## config.mk

```make
export PLATFORM = sky130hd
export DESIGN_NAME = msg_frame_decoder
export DESIGN_NICKNAME = d
export VERILOG_FILES = /design/src/rtl/msg_frame_decoder.sv
export SDC_FILE = /design/constraint.sdc
export NUM_CORES = 1
export LEC_CHECK = 0
export BUFFER_PORTS_ARGS = -buffer_cell sky130_fd_sc_hd__buf_2
export CORE_UTILIZATION = 60
export CTS_BUF_LIST = sky130_fd_sc_hd__clkbuf_4 sky130_fd_sc_hd__clkbuf_8 sky130_fd_sc_hd__clkbuf_16
export DETAILED_ROUTE_END_ITERATION = 8
export PLACE_DENSITY = 0.78
export SYNTH_ARGS = -nofsm -noshare
export SYNTH_HDL_FRONTEND = slang
export SYNTH_SLANG_ARGS = --single-unit
export TNS_END_PERCENT = 30
```

## constraint.sdc

```tcl
create_clock -name clk_50M -period 3.4 [get_ports clk_50M]
set_clock_uncertainty 0.2 [all_clocks]
set_input_delay 0.34 -clock clk_50M [delete_from_list [all_inputs] [get_ports clk_50M]]
set_output_delay 0.34 -clock clk_50M [all_outputs]
set_load 0.005 [all_outputs]
```

## src/rtl/msg_frame_decoder.sv

```systemverilog
`default_nettype none
// ============================================================================
// Module   : msg_frame_decoder
// Purpose  : Frames bytes from a UART receiver on a terminator character and
//            decodes IFM fault messages ("IFM-E/C/R...") and PBM pick-block
//            messages ("PBM-SU-Bn-..."). Fault flags are stretched to a fixed
//            pulse width. The pick request is sticky until acknowledged.
//            Overflow, unknown headers and bad locations pulse frame_err.
// Ports    : clk_50M         in   system clock
//            rst             in   asynchronous active-high reset
//            rx_msg[7:0]     in   received byte, valid while rx_complete high
//            rx_complete     in   level; each rising edge delivers one byte
//            pick_ack        in   control FSM consumed the pick request
//            EU/CU/RU_fault_flag out  fault flags, FAULT_PULSE cycles each
//            pick_block_flag out  sticky pick request
//            block_location  out  location index of the latest valid PBM
//            frame_err       out  one-cycle error pulse
//            busy            out  high while not collecting
// Revision : 1.0 - initial release
// ============================================================================
module msg_frame_decoder #(
    parameter int         MAX_LEN     = 12,
    parameter logic [7:0] TERM_CHAR   = 8'h23,
    parameter int         FAULT_PULSE = 4,
    parameter int         NUM_LOC     = 4,
    parameter logic [7:0] LOC_BASE    = 8'h31,
    localparam int        LOC_W       = (NUM_LOC > 1) ? $clog2(NUM_LOC) : 1
) (
    input  logic             clk_50M,
    input  logic             rst,
    input  logic [7:0]       rx_msg,
    input  logic             rx_complete,
    input  logic             pick_ack,
    output logic             EU_fault_flag,
    output logic             CU_fault_flag,
    output logic             RU_fault_flag,
    output logic             pick_block_flag,
    output logic [LOC_W-1:0] block_location,
    output logic             frame_err,
    output logic             busy
);

    localparam int IDX_W = $clog2(MAX_LEN);
    localparam int CNT_W = $clog2(FAULT_PULSE + 1);

    localparam logic [IDX_W-1:0] c_idx_last = IDX_W'(MAX_LEN - 1);
    localparam logic [CNT_W-1:0] c_cnt_load = CNT_W'(FAULT_PULSE);
    localparam logic [8:0]       c_num_loc  = 9'(NUM_LOC);

    typedef enum logic [1:0] {
        ST_COLLECT = 2'd0,
        ST_DECODE  = 2'd1,
        ST_CLEAR   = 2'd2,
        ST_DISCARD = 2'd3
    } state_t;

    state_t           r_state;
    logic [7:0]       r_buf [MAX_LEN];
    logic [IDX_W-1:0] r_idx;
    logic [CNT_W-1:0] r_fault_cnt;
    logic             r_rx_prev;
    logic             r_pending;
    logic [7:0]       r_hold;

    logic       w_strobe;
    logic       w_have;
    logic [7:0] w_byte;
    logic       w_is_term;
    logic       w_ifm;
    logic       w_pbm;
    logic [7:0] w_loc_off;
    logic       w_loc_ok;
    logic       w_fault_hit;

    assign w_strobe  = rx_complete & ~r_rx_prev;
    // A byte held from a busy period is always consumed before a fresh one.
    assign w_have    = r_pending | w_strobe;
    assign w_byte    = r_pending ? r_hold : rx_msg;
    assign w_is_term = (w_byte == TERM_CHAR);

    assign w_ifm     = ({r_buf[0], r_buf[1], r_buf[2], r_buf[3]} == "IFM-");
    assign w_pbm     = ({r_buf[0], r_buf[1], r_buf[2], r_buf[3],
                         r_buf[4], r_buf[5], r_buf[6], r_buf[7]} == "PBM-SU-B");
    assign w_loc_off = r_buf[8] - LOC_BASE;
    assign w_loc_ok  = (r_buf[8] >= LOC_BASE) && ({1'b0, w_loc_off} < c_num_loc);
    assign w_fault_hit = (r_state == ST_DECODE) && w_ifm &&
                         ((r_buf[4] == 8'h45) || (r_buf[4] == 8'h43) || (r_buf[4] == 8'h52));

    always_ff @(posedge clk_50M or posedge rst) begin
        if (rst) begin
            r_state         <= ST_COLLECT;
            for (int i = 0; i < MAX_LEN; i++) r_buf[i] <= 8'h00;
            r_idx           <= '0;
            r_fault_cnt     <= '0;
            r_rx_prev       <= 1'b0;
            r_pending       <= 1'b0;
            r_hold          <= 8'h00;
            EU_fault_flag   <= 1'b0;
            CU_fault_flag   <= 1'b0;
            RU_fault_flag   <= 1'b0;
            pick_block_flag <= 1'b0;
            block_location  <= '0;
            frame_err       <= 1'b0;
            busy            <= 1'b0;
        end else begin
            r_rx_prev <= rx_complete;
            frame_err <= 1'b0;

            // A new fault reloads the counter, so earlier flags survive until
            // the reloaded pulse expires.
            if (w_fault_hit) begin
                r_fault_cnt <= c_cnt_load;
            end else if (r_fault_cnt != '0) begin
                r_fault_cnt <= r_fault_cnt - CNT_W'(1);
                if (r_fault_cnt == CNT_W'(1)) begin
                    EU_fault_flag <= 1'b0;
                    CU_fault_flag <= 1'b0;
                    RU_fault_flag <= 1'b0;
                end
            end

            // A PBM decode in the same cycle is assigned later and wins.
            if (pick_ack) pick_block_flag <= 1'b0;

            case (r_state)
                ST_COLLECT, ST_DISCARD: begin
                    if (w_have) begin
                        // A strobe arriving while the held byte drains replaces it.
                        r_pending <= r_pending & w_strobe;
                        if (r_pending & w_strobe) r_hold <= rx_msg;
                        if (r_state == ST_COLLECT) begin
                            r_buf[r_idx] <= w_byte;
                            if (w_is_term) begin
                                r_idx   <= '0;
                                r_state <= ST_DECODE;
                                busy    <= 1'b1;
                            end else if (r_idx == c_idx_last) begin
                                frame_err <= 1'b1;
                                r_idx     <= '0;
                                r_state   <= ST_DISCARD;
                                busy      <= 1'b1;
                            end else begin
                                r_idx <= r_idx + IDX_W'(1);
                            end
                        end else if (w_is_term) begin
                            r_state <= ST_CLEAR;
                        end
                    end
                end
                ST_DECODE: begin
                    if (w_fault_hit) begin
                        if (r_buf[4] == 8'h45) EU_fault_flag <= 1'b1;
                        if (r_buf[4] == 8'h43) CU_fault_flag <= 1'b1;
                        if (r_buf[4] == 8'h52) RU_fault_flag <= 1'b1;
                    end else if (w_pbm && w_loc_ok) begin
                        pick_block_flag <= 1'b1;
                        block_location  <= w_loc_off[LOC_W-1:0];
                    end else begin
                        frame_err <= 1'b1;
                    end
                    r_state <= ST_CLEAR;
                end
                ST_CLEAR: begin
                    for (int i = 0; i < MAX_LEN; i++) r_buf[i] <= 8'h00;
                    r_state <= ST_COLLECT;
                    busy    <= 1'b0;
                end
                default: begin
                    r_state <= ST_COLLECT;
                    busy    <= 1'b0;
                end
            endcase

            // Bytes arriving while decoding or clearing wait in a one-byte
            // hold register; a second one has nowhere to go and is dropped.
            if (w_strobe && ((r_state == ST_DECODE) || (r_state == ST_CLEAR))) begin
                if (r_pending) begin
                    frame_err <= 1'b1;
                end else begin
                    r_pending <= 1'b1;
                    r_hold    <= rx_msg;
                end
            end
        end
    end

endmodule
`default_nettype wire
```

==> results of run 1 <==
==> critical path: stages <==
cell and delay [ns]:
dlygate4sd3_1 0.54, buf_2 0.13, nor2b_1 0.18, o21ai_1 0.62, nand2_1 0.41, o21ai_1 0.49, a22o_1 0.25
==> per-stage QoR <==
stage	worst slack (ns)	utilization, %	instance area (um2)	hold WS (ns)
after CTS	0.582	67.5	4900	0.0309
after global placement	0.756	64.6	4680	0.221
after floorplan	0.270	-	4490	0.171
after detailed placement	0.612	64.6	4680	0.220
final	0.530	67.5	4900	0.0452
after global routing	0.297	67.5	4900	0.0317
==> layout make-up <==
cell class	count	area [um2]	share of cell area, %
well taps	99	124	2.53
repair buffers	23	145	2.96
inverters	15	58.8	1.20
multi-input cells	246	1910	39.0
flip-flops and latches	99	2480	50.6
clock inverters	5	38.8	0.792
clock buffers	11	145	2.96
==> routing by layer <==
metal  GRT usage (%)  up-vias  share of wire [%]
li1                -     1464                  -
met1            38.8     1599                 45
met2            45.5       91                 48
met3            7.28       20                4.7
met4            8.80        0                2.1
met5               0        -                  0
==> repair_timing <==
item / in CTS / in global routing
endpoints found under the setup margin: 0 / 0
hold endpoints to repair: 44 / 0
hold buffers: 3 / 0
==> flip-flops by register name, indices dropped and copies added, names as in the netlist, 2 cells and up <==
signal	cells
r_buf	72
r_idx	4
r_hold	8
r_state	2
r_fault_cnt	3
block_location	2
==> worst max path at each step <==
| stage | startpoint | end | slack [ns] | depth (start not counted) |
|---|---|---|---|---|
| 6_report | rx_complete | r_buf[95] | 0.53 | 7 |
| 2_1_floorplan | rst | CU_fault_flag | 0.27 | 1 |
| 3_3_place_gp | r_state[1] | r_buf[80] | 0.76 | 7 |
| 3_5_place_dp | r_state[1] | r_buf[95] | 0.61 | 7 |
| 4_1_cts | r_state[1] | r_buf[95] | 0.58 | 7 |
| 5_1_grt | r_state[1] | r_buf[94] | 0.30 | 7 |
==> cell families after synthesis <==
logic type	count (synthesis)	share of synthesized area [%]
AND/OR/NAND/NOR	107	15.2
AO/OA/AOI/OAI	105	18.9
flip-flops	99	55.2
buffers and inverters	27	2.31
multiplexers	19	4.57
adder cells (fa/ha/maj)	12	3.29
XOR/XNOR	3	0.585
==> power by group through the flow <==
| stage | registers, uW | clock network (uW) | logic, uW |
|---|---|---|---|
| floorplan | 1600 | 0 | 779 |
| global placement | 1680 | 0 | 947 |
| detailed placement | 1690 | 0 | 982 |
| CTS | 1670 | 708 | 989 |
| global route | 1710 | 765 | 1090 |
| finish | 1680 | 697 | 990 |
==> cells in the final DEF (no fill, tap or decap), types with 2 or more instances in the layout <==
cell           synthesis  final
mux2_2                 8      8
o21a_1                 2      2
nor4_1                 2      2
nand3_1                6      6
dfrtp_1               99     99
or2_2                  2      2
buf_2                  2     19
nor3_1                 3      3
a31oi_1                2      2
clkbuf_8               0     10
a31o_2                 2      2
and2_1                 6      6
nand4_1                5      5
xor2_1                 2      2
a21oi_1                6      6
nor2_1                17     17
o21ai_0                4      4
or3_1                  9      9
o21ai_1                6      6
nor4bb_1               5      5
dlygate4sd3_1          0      3
clkinv_4               0      3
nand4b_1               3      3
ha_1                  11     11
nand2b_1               6      6
nor4b_1                3      3
nor2b_1                6      6
inv_1                 14     13
mux2i_1               10     10
a32o_1                 2      2
o31ai_1                2      2
nor4_4                 2      2
o2bb2ai_1             40     40
o22ai_1                2      2
a22o_1                33     33
nand2_1               19     19
or4b_4                 3      3
==> Yosys cell counts, types with 3 or more instances <==
master	number	share of area (%)
or4b_4	3	0.92
a21oi_1	6	0.67
and2_1	6	0.84
nor2_1	17	1.4
nand3_1	6	0.67
nor3_1	3	0.33
nor4b_1	3	0.59
ha_1	11	3.1
or3_1	9	1.3
mux2_2	8	2.0
nand4b_1	3	0.59
inv_1	14	1.2
buf_1	3	0.25
a22o_1	33	6.4
nand2b_1	6	0.84
o21ai_1	6	0.67
mux2i_1	10	2.2
nand4_1	5	0.70
o21ai_0	4	0.45
nor2b_1	6	0.84
clkbuf_1	7	0.59
o2bb2ai_1	40	7.8
dfrtp_1	99	55
nor4bb_1	5	1.1
nand2_1	19	1.6
==> results.md, run 1 <==
- Die width: 88.5 um
- Worst setup SP type: primary input
- Reg-to-reg startpoint: r_state[1]
- Initial Util: 61.9%
- Nets: 417
- Final Power: 3370 uW
- Vias in the first global route: 3206
- Dpl cells: 479
- Largest net degree at the start of global routing: 58
- Yosys warning count: 0
- Setup_tns: 0 ns
- Die area: 7830 um2
- Routability cong.: 0.854
- Kind of critical path: in2reg
- Via Count: 3174
- Cell variety after synth: 54
- Max Buffers Root-to-Sink: 2
- Worst-path clk slew: 0.10 ns
- Worst-margin pin slew: 0.762 ns
- Gate Count Post-Synth: 372
- EDFF count, synth: 0
- Hold path start: rx_msg[0]
- Chip Height: 88.5 um
- Int Pwr: 2190 uW
- Worst-Skew Late Latency: 0.36 ns
- Share of layout cells above drive strength 1: 14.3%
- Post-DP HPWL: 7.06 mm
- Area growth, synth to finish: 9.09%
- Cts repair resizes: 0
- Total gr overflow: 0
- Post-CTS Setup Bufs: 0
- Clock Tree Root: clkbuf_8
- Clock Power Share: 20.7%
- 1st-pass router iterations: 4
- Maximum VDD drop: 0.000397 V
- Net Sw Frac: 35.0%
- DR vias/cell: 6.37
- Ys async rst share: 100%
- Worst slew margin: 48.8%
- I/O pins: 20
- Worst EP required: 3.50 ns
- Gr usage total: 28.5%
- Filler cells: 568
- Post-Route WL: 9.92 mm
- Post-Syn Area: 4490 um2
- H-Tree Depth: 3
- Post-route ant nets: 0
- Mean post-synth cell area: 12.1 um2
- Number of antenna violations at the first check in global routing: 0
- Syn Nets: 395
- Status: finished clean
- Hold path cells: 2
- Pleak: 0.00225 uW
- Arrival @ worst endpoint: 2.97 ns
- First-pass GRT wire length: 16.4 mm
- Main synth FF type: dfrtp_1
- Slew Viols, Final: 0
- R2r setup slk: 0.55 ns
- Flip-flop and latch count after synthesis: 99
- Psw: 1180 uW
- Hold Violations, Final: 0
- Core area: 7250 um2
- Register area share after synthesis: 55.2%
- N_diodes: 0
- Residual DRC: 0
- Final Non-Filler Cells: 498
- Hold/Removal Path Class: in2reg
- Max_cap viols: 0
- Rows: 31
- Reg2Reg Depth: 7
- RSZ-0062 raised after global routing: false
- Flop pwr share: 49.9%
- Final setup fails: 0
- DRT iter0 DRCs: 327
- IO buf count: 19
- CTS tree: done
- CTS Buf Count: 9
- Wire per inst: 19.9 um
- Worst flop-to-flop path endpoint: r_buf[95]
- Crit Path Max Fanout: 15
- Power Density: 688 nW/um2
- Critical Path End Type: register
- FMAX: 348 MHz
- Tcrit/Tclk final: 84.4%
- Worst hold endpoint: r_hold[0]
- Minimum clock period after layout: 2.87 ns
- Comb pwr share: 29.4%
- # clock sinks: 99
(Power assumes the default switching activity.)
==> run 2, diff against run 1 <==
--- a/config.mk
+++ b/config.mk
@@ -5,11 +5,12 @@
 export SDC_FILE = /design/constraint.sdc
 export NUM_CORES = 1
 export LEC_CHECK = 0
+export ABC_AREA = 1
 export BUFFER_PORTS_ARGS = -buffer_cell sky130_fd_sc_hd__buf_2
-export CORE_UTILIZATION = 60
+export CORE_UTILIZATION = 55
 export CTS_BUF_LIST = sky130_fd_sc_hd__clkbuf_4 sky130_fd_sc_hd__clkbuf_8 sky130_fd_sc_hd__clkbuf_16
 export DETAILED_ROUTE_END_ITERATION = 8
-export PLACE_DENSITY = 0.78
+export PLACE_DENSITY = 0.75
 export SYNTH_ARGS = -nofsm -noshare
 export SYNTH_HDL_FRONTEND = slang
 export SYNTH_SLANG_ARGS = --single-unit
==> constraint.sdc (replaced) <==
create_clock -name clk_50M -period 2.4 [get_ports clk_50M]
set_clock_uncertainty 0.2 [all_clocks]
set_input_delay 0.24 -clock clk_50M [delete_from_list [all_inputs] [get_ports clk_50M]]
set_output_delay 0.24 -clock clk_50M [all_outputs]
set_load 0.005 [all_outputs]
==> run 2 against run 1 <==
Compared with the run above: synthesized area up 6.8%; register-to-register slack lost 0.44 ns; sequential cell count is the same; setup slack got worse by 0.42 ns; critical path type is now reg2reg; core utilization shrank 3.1 points; via count rose by 19%; combinational power increased by 150%; largest power group is now combinational logic; cell count is 40% higher; first-iteration DRC count decreased by 30%; highest routed layer unchanged; synthesized cell count increased by 46%; total power grew 76%.
==> results.md, run 2 <==
- Status: finished clean
- Top-area cell type share of the netlist area: 51.7% (-3.5 points)
- Clock Tree Root: clkbuf_8
- R2r setup slk: 0.11 ns (-0.44 ns)
- Flop pwr share: 40.1% (-9.8 points)
- Post-Syn Area: 4800 um2 (+6.8%)
- Worst-margin pin slew: 0.591 ns (-0.171 ns)
- Worst slew margin: 60.6% (+12 points)
- Number of antenna violations at the first check in global routing: 0 (unchanged)
- Slew Viols, Final: 0 (unchanged)
- Reg2Reg Depth: 7 (unchanged)
- Int Pwr: 3380 uW (+55%)
- Worst flop-to-flop path endpoint: r_buf[43]
- Die area: 9100 um2 (+16%)
- Syn Nets: 567 (+44%)
- Nets: 611 (+47%)
- Post-DP HPWL: 7.23 mm (+2.3%)
- Area contributors post-synth: dfrtp_1 52%, o22ai_1 9.5%, inv_1 8.9%
- Gr usage total: 25.2% (-3.3 points)
- Area leader, netlist: dfrtp_1
- DRT iter0 DRCs: 228 (-30%)
- Share of layout cells above drive strength 1: 13.7% (-0.63 points)
- Via Count: 3792 (+19%)
- Net Sw Frac: 42.8% (+7.8 points)
- Synth cell count leaders: 114 x inv_1, 99 x dfrtp_1, 90 x nand2_1
- Setup crit end: r_buf[43]
- Top flop regs: r_buf (72), r_hold (8), r_idx (4)
- Arrival @ worst endpoint: 2.36 ns (-0.61 ns)
- Routability cong.: 0.833 (-2.5%)
- IO buf count: 19 (unchanged)
- Critical Path End Type: register
- Power Density: 1100 nW/um2 (+60%)
- Max Buffers Root-to-Sink: 2 (unchanged)
- Reg-to-reg startpoint: r_state[0]
- Fin area: 5370 um2 (+9.7%)
- Worst-path clk slew: 0.09 ns (about the same)
- Pleak: 0.00253 uW (+12%)
- DR vias/cell: 5.43 (-15%)
- N_diodes: 0 (unchanged)
- Biggest register: r_buf
- Max reg flops: 72 (unchanged)
- Core area: 8340 um2 (+15%)
- Worst setup SP type: register
- Residual DRC: 0 (unchanged)
- Die width: 95.4 um (+7.8%)
- First-pass GRT wire length: 17.4 mm (+6.1%)
- Cell variety after synth: 31 (-43%)
- Hold/Removal Path Class: reg2reg
- Flip-flop and latch count after synthesis: 99 (unchanged)
- Psw: 2540 uW (+120%)
- Setup_tns: 0 ns (unchanged)
- Post-route ant nets: 0 (unchanged)
- # clock sinks: 99 (unchanged)
- Post-Route WL: 10.5 mm (+6.4%)
- CTS Buf Count: 9 (unchanged)
- Initial Util: 57.5% (-4.4 points)
- Clock Power Share: 18.3% (-2.4 points)
- Max_cap viols: 0 (unchanged)
- Most common cell after layout, fill and taps aside: inv_1
- Register area share after synthesis: 51.7% (-3.5 points)
- Most frequent cells in the layout: 113 x inv_1, 99 x dfrtp_1, 90 x nand2_1, 73 x o22ai_1, 58 x nor2_1
- Count leader, synth: inv_1
- Crit path from: r_state[0]
- Ys async rst share: 100% (unchanged)
- Chip Height: 95.4 um (+7.8%)
- Yosys warning count: 0 (unchanged)
- Rows: 33 (+6.5%)
- Largest net degree at the start of global routing: 100 (+72%)
- Gate Count Post-Synth: 544 (+46%)
- Vias in the first global route: 3679 (+15%)
- Worst-Skew Late Latency: 0.36 ns (about the same)
- Crit Path Max Fanout: 9 (-6)
- 1st-pass router iterations: 4 (unchanged)
- Post-CTS Setup Bufs: 0 (unchanged)
- Register area: 2480 um2 (unchanged)
- Tcrit/Tclk final: 95.3%
- Hold Violations, Final: 0 (unchanged)
- Wire per inst: 15.1 um (-24%)
- Core Util, Final: 64.4% (-3.1 points)
- Final setup fails: 0 (unchanged)
- Total gr overflow: 0 (unchanged)
- Maximum VDD drop: 0.000720 V (+81%)
- Area growth, synth to finish: 12.0%
- Dpl cells: 671 (+40%)
- Multi-input gate area: 1850 um2 (-2.9%)
- Minimum clock period after layout: 2.29 ns
- Main synth FF type: dfrtp_1
- DP Area: 5060 um2 (+8.1%)
- Worst EP required: 2.47 ns (-1.03 ns)
- RSZ-0062 raised after global routing: true
- CTS tree: done
- Mean post-synth cell area: 8.82 um2 (-27%)
- EDFF count, synth: 0 (unchanged)
- H-Tree Depth: 3 (unchanged)
- Comb pwr share: 41.7% (+12 points)
- Filler cells: 727 (+28%)
- FMAX: 437 MHz
- Final Non-Filler Cells: 698 (+40%)
- I/O pins: 20 (unchanged)
- Kind of critical path: reg2reg
run 2: changes by cell type after synthesis, moves of 8 or more:
cell / previous run / this run
o2bb2ai_1: 40 / 0
nand3_1: 6 / 23
nand2_1: 19 / 90
a22o_1: 33 / 0
a21oi_4: 0 / 12
mux2_2: 8 / 0
o21ai_0: 4 / 14
nand2_2: 0 / 8
o22ai_1: 2 / 73
inv_1: 14 / 114
nor2_1: 17 / 58
mux2i_1: 10 / 0
or3_1: 9 / 0
run 2: worst max-delay path: stages (launching register included):
cell and delay (ns):
dfrtp_1 0.38, inv_1 0.08, ha_1 0.36, nor2_1 0.19
nand2_1 0.16, nor2_4 0.21, nand2_1 0.34, o22ai_1 0.28
run 2: layout make-up:
cell class                      instances  area share, %
Clock inverter                          6           1.23
Multi-Input combinational cell        324           34.5
Clock buffer                           10           2.45
Tap cell                              105           2.45
Sequential cell                        99           46.1
Timing Repair Buffer                   37           5.03
Inverter                              117           8.24
run 2: how the worst min path moves through the flow:
stage / from / end / slack, ns / depth (start not counted)
3_5_place_dp: rx_complete / r_rx_prev / 0.17 / 1
5_1_grt: busy / busy / 0.30 / 2
4_1_cts: busy / busy / 0.29 / 2
2_1_floorplan: rx_complete / r_rx_prev / 0.07 / 0
3_3_place_gp: rx_complete / r_rx_prev / 0.16 / 1
6_report: busy / busy / 0.28 / 2
run 2: layer usage:
| layer | track usage (%) | wire length (um) |
|---|---|---|
| met5 | 0 | 0 |
| met4 | 9.33 | 254 |
| met3 | 4.70 | 452 |
| met2 | 40.4 | 4930 |
| met1 | 34.3 | 4910 |
run 2: power groups by stage:
stage	Sequential, uW	Clock, uW	Combinational (uW)
floorplan	2330	0	1900
global placement	2380	0	2350
detailed placement	2400	0	2420
CTS	2370	1090	2440
global route	2420	1150	2710
finish	2370	1080	2470
run 2: kinds of logic after synthesis:
group,count (synthesis),share of synthesized area [%]
xor+xnor,2,0.365
simple gates,196,18.0
flops,99,51.7
fa+ha+maj,11,2.87
compound gates,115,17.4
buf+inv,121,9.71
run 2: through the flow:
step	hold WS [ns]	power (uW)	worst slack, ns
after global routing	0.301	6280	-0.0737
after floorplan	0.0714	4230	0.520
after CTS	0.285	5910	0.128
final	0.276	5920	0.113
after detailed placement	0.168	4820	0.131
after global placement	0.164	4730	0.256
run 2: repair_timing:
item                                   CTS  global route
hold buffers                            11             0
endpoints found under the hold margin  109             0
gates resized for setup                  0             0
setup endpoints to repair                0            35
==> run 3, diff against run 2 <==
--- a/config.mk
+++ b/config.mk
@@ -5,7 +5,6 @@
 export SDC_FILE = /design/constraint.sdc
 export NUM_CORES = 1
 export LEC_CHECK = 0
-export ABC_AREA = 1
 export BUFFER_PORTS_ARGS = -buffer_cell sky130_fd_sc_hd__buf_2
 export CORE_UTILIZATION = 55
 export CTS_BUF_LIST = sky130_fd_sc_hd__clkbuf_4 sky130_fd_sc_hd__clkbuf_8 sky130_fd_sc_hd__clkbuf_16
==> run 3 against run 2 <==
Compared with the run above: global-route usage up 0.092 points; setup slack worse by 0.061 ns; sequential power about the same; via count down 16%; largest cell class unchanged; core utilization up 1.4 points; count of clock-buffer cells in the layout up 2; clock power about the same; highest routed layer unchanged; total power down 15%; sequential share of layout area up 2.1 points; largest power group is now sequential cells.
==> results.md, run 3 (same netlist as run 1, synthesis figures left out) <==
- Slew Viols, Final: 0 (unchanged)
- Post-route ant nets: 0 (unchanged)
- Worst-margin pin slew: 0.522 ns (-0.0687 ns)
- Wire per inst: 19.1 um (+27%)
- Worst Slack Setup Final: 0.0525 ns (-0.0610 ns)
- CTS Buf Count: 9 (unchanged)
- Residual DRC: 0 (unchanged)
- Setup_tns: 0 ns (unchanged)
- Worst slew margin: 65.2% (+4.6 points)
- Number of antenna violations at the first check in global routing: 0 (unchanged)
- # clock sinks: 99 (unchanged)
- Max Buffers Root-to-Sink: 2 (unchanged)
- IO buf count: 19 (unchanged)
- Biggest register: r_buf
- Final Non-Filler Cells: 524 (-25%)
- Worst setup SP type: register
- Tcrit/Tclk final: 97.8% (+2.5 points)
- Clock Tree Root: clkbuf_8
- Filler cells: 583 (-20%)
- Max reg flops: 72 (unchanged)
- Final Power: 5000 uW (-15%)
- Core area: 7810 um2 (-6.4%)
- Max_cap viols: 0 (unchanged)
- Most frequent cells in the layout: 99 x dfrtp_1, 40 x o2bb2ai_1, 33 x a22o_1, 19 x buf_2, 18 x nand2_1
- Share of layout cells above drive strength 1: 18.5% (+4.8 points)
- Worst EP required: 2.45 ns (-0.02 ns)
- Die area: 8530 um2 (-6.3%)
- DP Worst Slack: 0.0591 ns (-0.0723 ns)
- Area growth, synth to finish: 14.5%
- H-Tree Depth: 3 (unchanged)
- Routability cong.: 0.841 (+0.96%)
- Post-Route WL: 10.0 mm (-4.9%)
- DRT iter0 DRCs: 179 (-21%)
- Minimum clock period after layout: 2.35 ns (+0.0610 ns)
- Kind of critical path: reg2reg
- Chip Height: 92.3 um (-3.2%)
- Multi-input gate area: 1930 um2 (+4.1%)
- Largest net degree at the start of global routing: 100 (unchanged)
- First-pass GRT wire length: 16.2 mm (-7.0%)
- N_diodes: 0 (unchanged)
- Final setup fails: 0 (unchanged)
- Power Density: 974 nW/um2 (-12%)
- Rows: 32 (-3.0%)
- Hold/Removal Path Class: reg2reg
- Critical Path End Type: register
- DR vias/cell: 6.10 (+12%)
- Nets: 440 (-28%)
- Via Count: 3194 (-16%)
- Vias in the first global route: 3138 (-15%)
- Hold Violations, Final: 0 (unchanged)
- Most common cell after layout, fill and taps aside: dfrtp_1
- Status: finished clean
- Total gr overflow: 0 (unchanged)
- Maximum VDD drop: 0.000663 V (-7.8%)
- Worst-Skew Late Latency: 0.36 ns (about the same)
- I/O pins: 20 (unchanged)
- Dpl cells: 497 (-26%)
- Register area: 2480 um2 (unchanged)
- 1st-pass router iterations: 4 (unchanged)
- Initial Util: 57.5% (about the same)
- FMAX: 426 MHz (-2.6%)
- Die width: 92.3 um (-3.2%)
- CTS tree: done
- Crit Path Max Fanout: 3 (-6)
- Gr usage total: 25.3% (+0.092 points)
- Arrival @ worst endpoint: 2.40 ns (+0.04 ns)
- Top flop regs: r_buf (72), r_hold (8), r_idx (4)
- RSZ-0062 raised after global routing: false
- Post-DP HPWL: 7.10 mm (-1.7%)
- Worst-path clk slew: 0.09 ns (about the same)
- Pleak: 0.00238 uW (-6.0%)
==> run 3: changes by cell type in the layout (fill, tap and decap cells not counted), sizes merged, moves of 12 or more <==
cell	change
nand3	-18
inv	-102
a22o	+33
nor2	-47
o2bb2ai	+40
nand2	-81
a21oi	-12
o22ai	-71
==> run 3: cell type report <==
cell class / instances / share of cell area [%]
multi-input cells: 246 / 37.5
clock inverters: 4 / 0.949
inverters: 15 / 1.17
well taps: 102 / 2.48
repair buffers: 46 / 6.57
flip-flops and latches: 99 / 48.2
clock buffers: 12 / 3.09
==> run 3: final timing paths <==
path,startpoint,to,slack (ns),depth (start not counted)
worst max-delay path,r_buf[80],block_location[0],0.05,5
worst min-delay path,r_buf[45],r_buf[45],0.29,1
worst max register to register,r_buf[80],block_location[0],0.05,5
worst min register to register,r_buf[45],r_buf[45],0.29,1
max in group asynchronous,rst,r_buf[24],1.25,4
min in group asynchronous,rst,r_state[0],0.35,4
==> run 3: what timing repair did <==
action / 4_1_cts / 5_1_grt
endpoints found under the setup margin: 0 / 57
hold buffers: 11 / 0
resized for setup: 0 / 6
hold endpoints to repair: 109 / 0
buffers inserted: 0 / 0
==> run 3: layer usage <==
layer  global-route usage [%]  share of wire, %
met1                     33.4                45
met2                     41.4                48
met3                     5.83               4.8
met4                     8.46               1.6
met5                        0                 0
==> run 3: per-stage QoR <==
stage | utilization [%] | hold slack [ns] | cell area [um2]
final | 65.8 | 0.287 | 5140
after global routing | 65.8 | 0.301 | 5140
after detailed placement | 61.5 | 0.167 | 4800
after floorplan | - | 0.0714 | 4490
after global placement | 61.5 | 0.160 | 4800
after CTS | 65.6 | 0.291 | 5120
==> run 3: worst max-delay path, stage by stage (launching register included) <==
cell and delay (ns):
dfrtp_1 0.40, or4b_4 0.56, nor4_4 0.37, o211a_1 0.25, nand4_2 0.15, mux2_4 0.31
==> run 3: power by group <==
| group | switching (uW) | internal, uW | leakage (uW) |
|---|---|---|---|
| clock network | 557 | 549 | 0.000110 |
| registers | 295 | 2050 | 0.00134 |
| logic | 836 | 716 | 0.000929 |
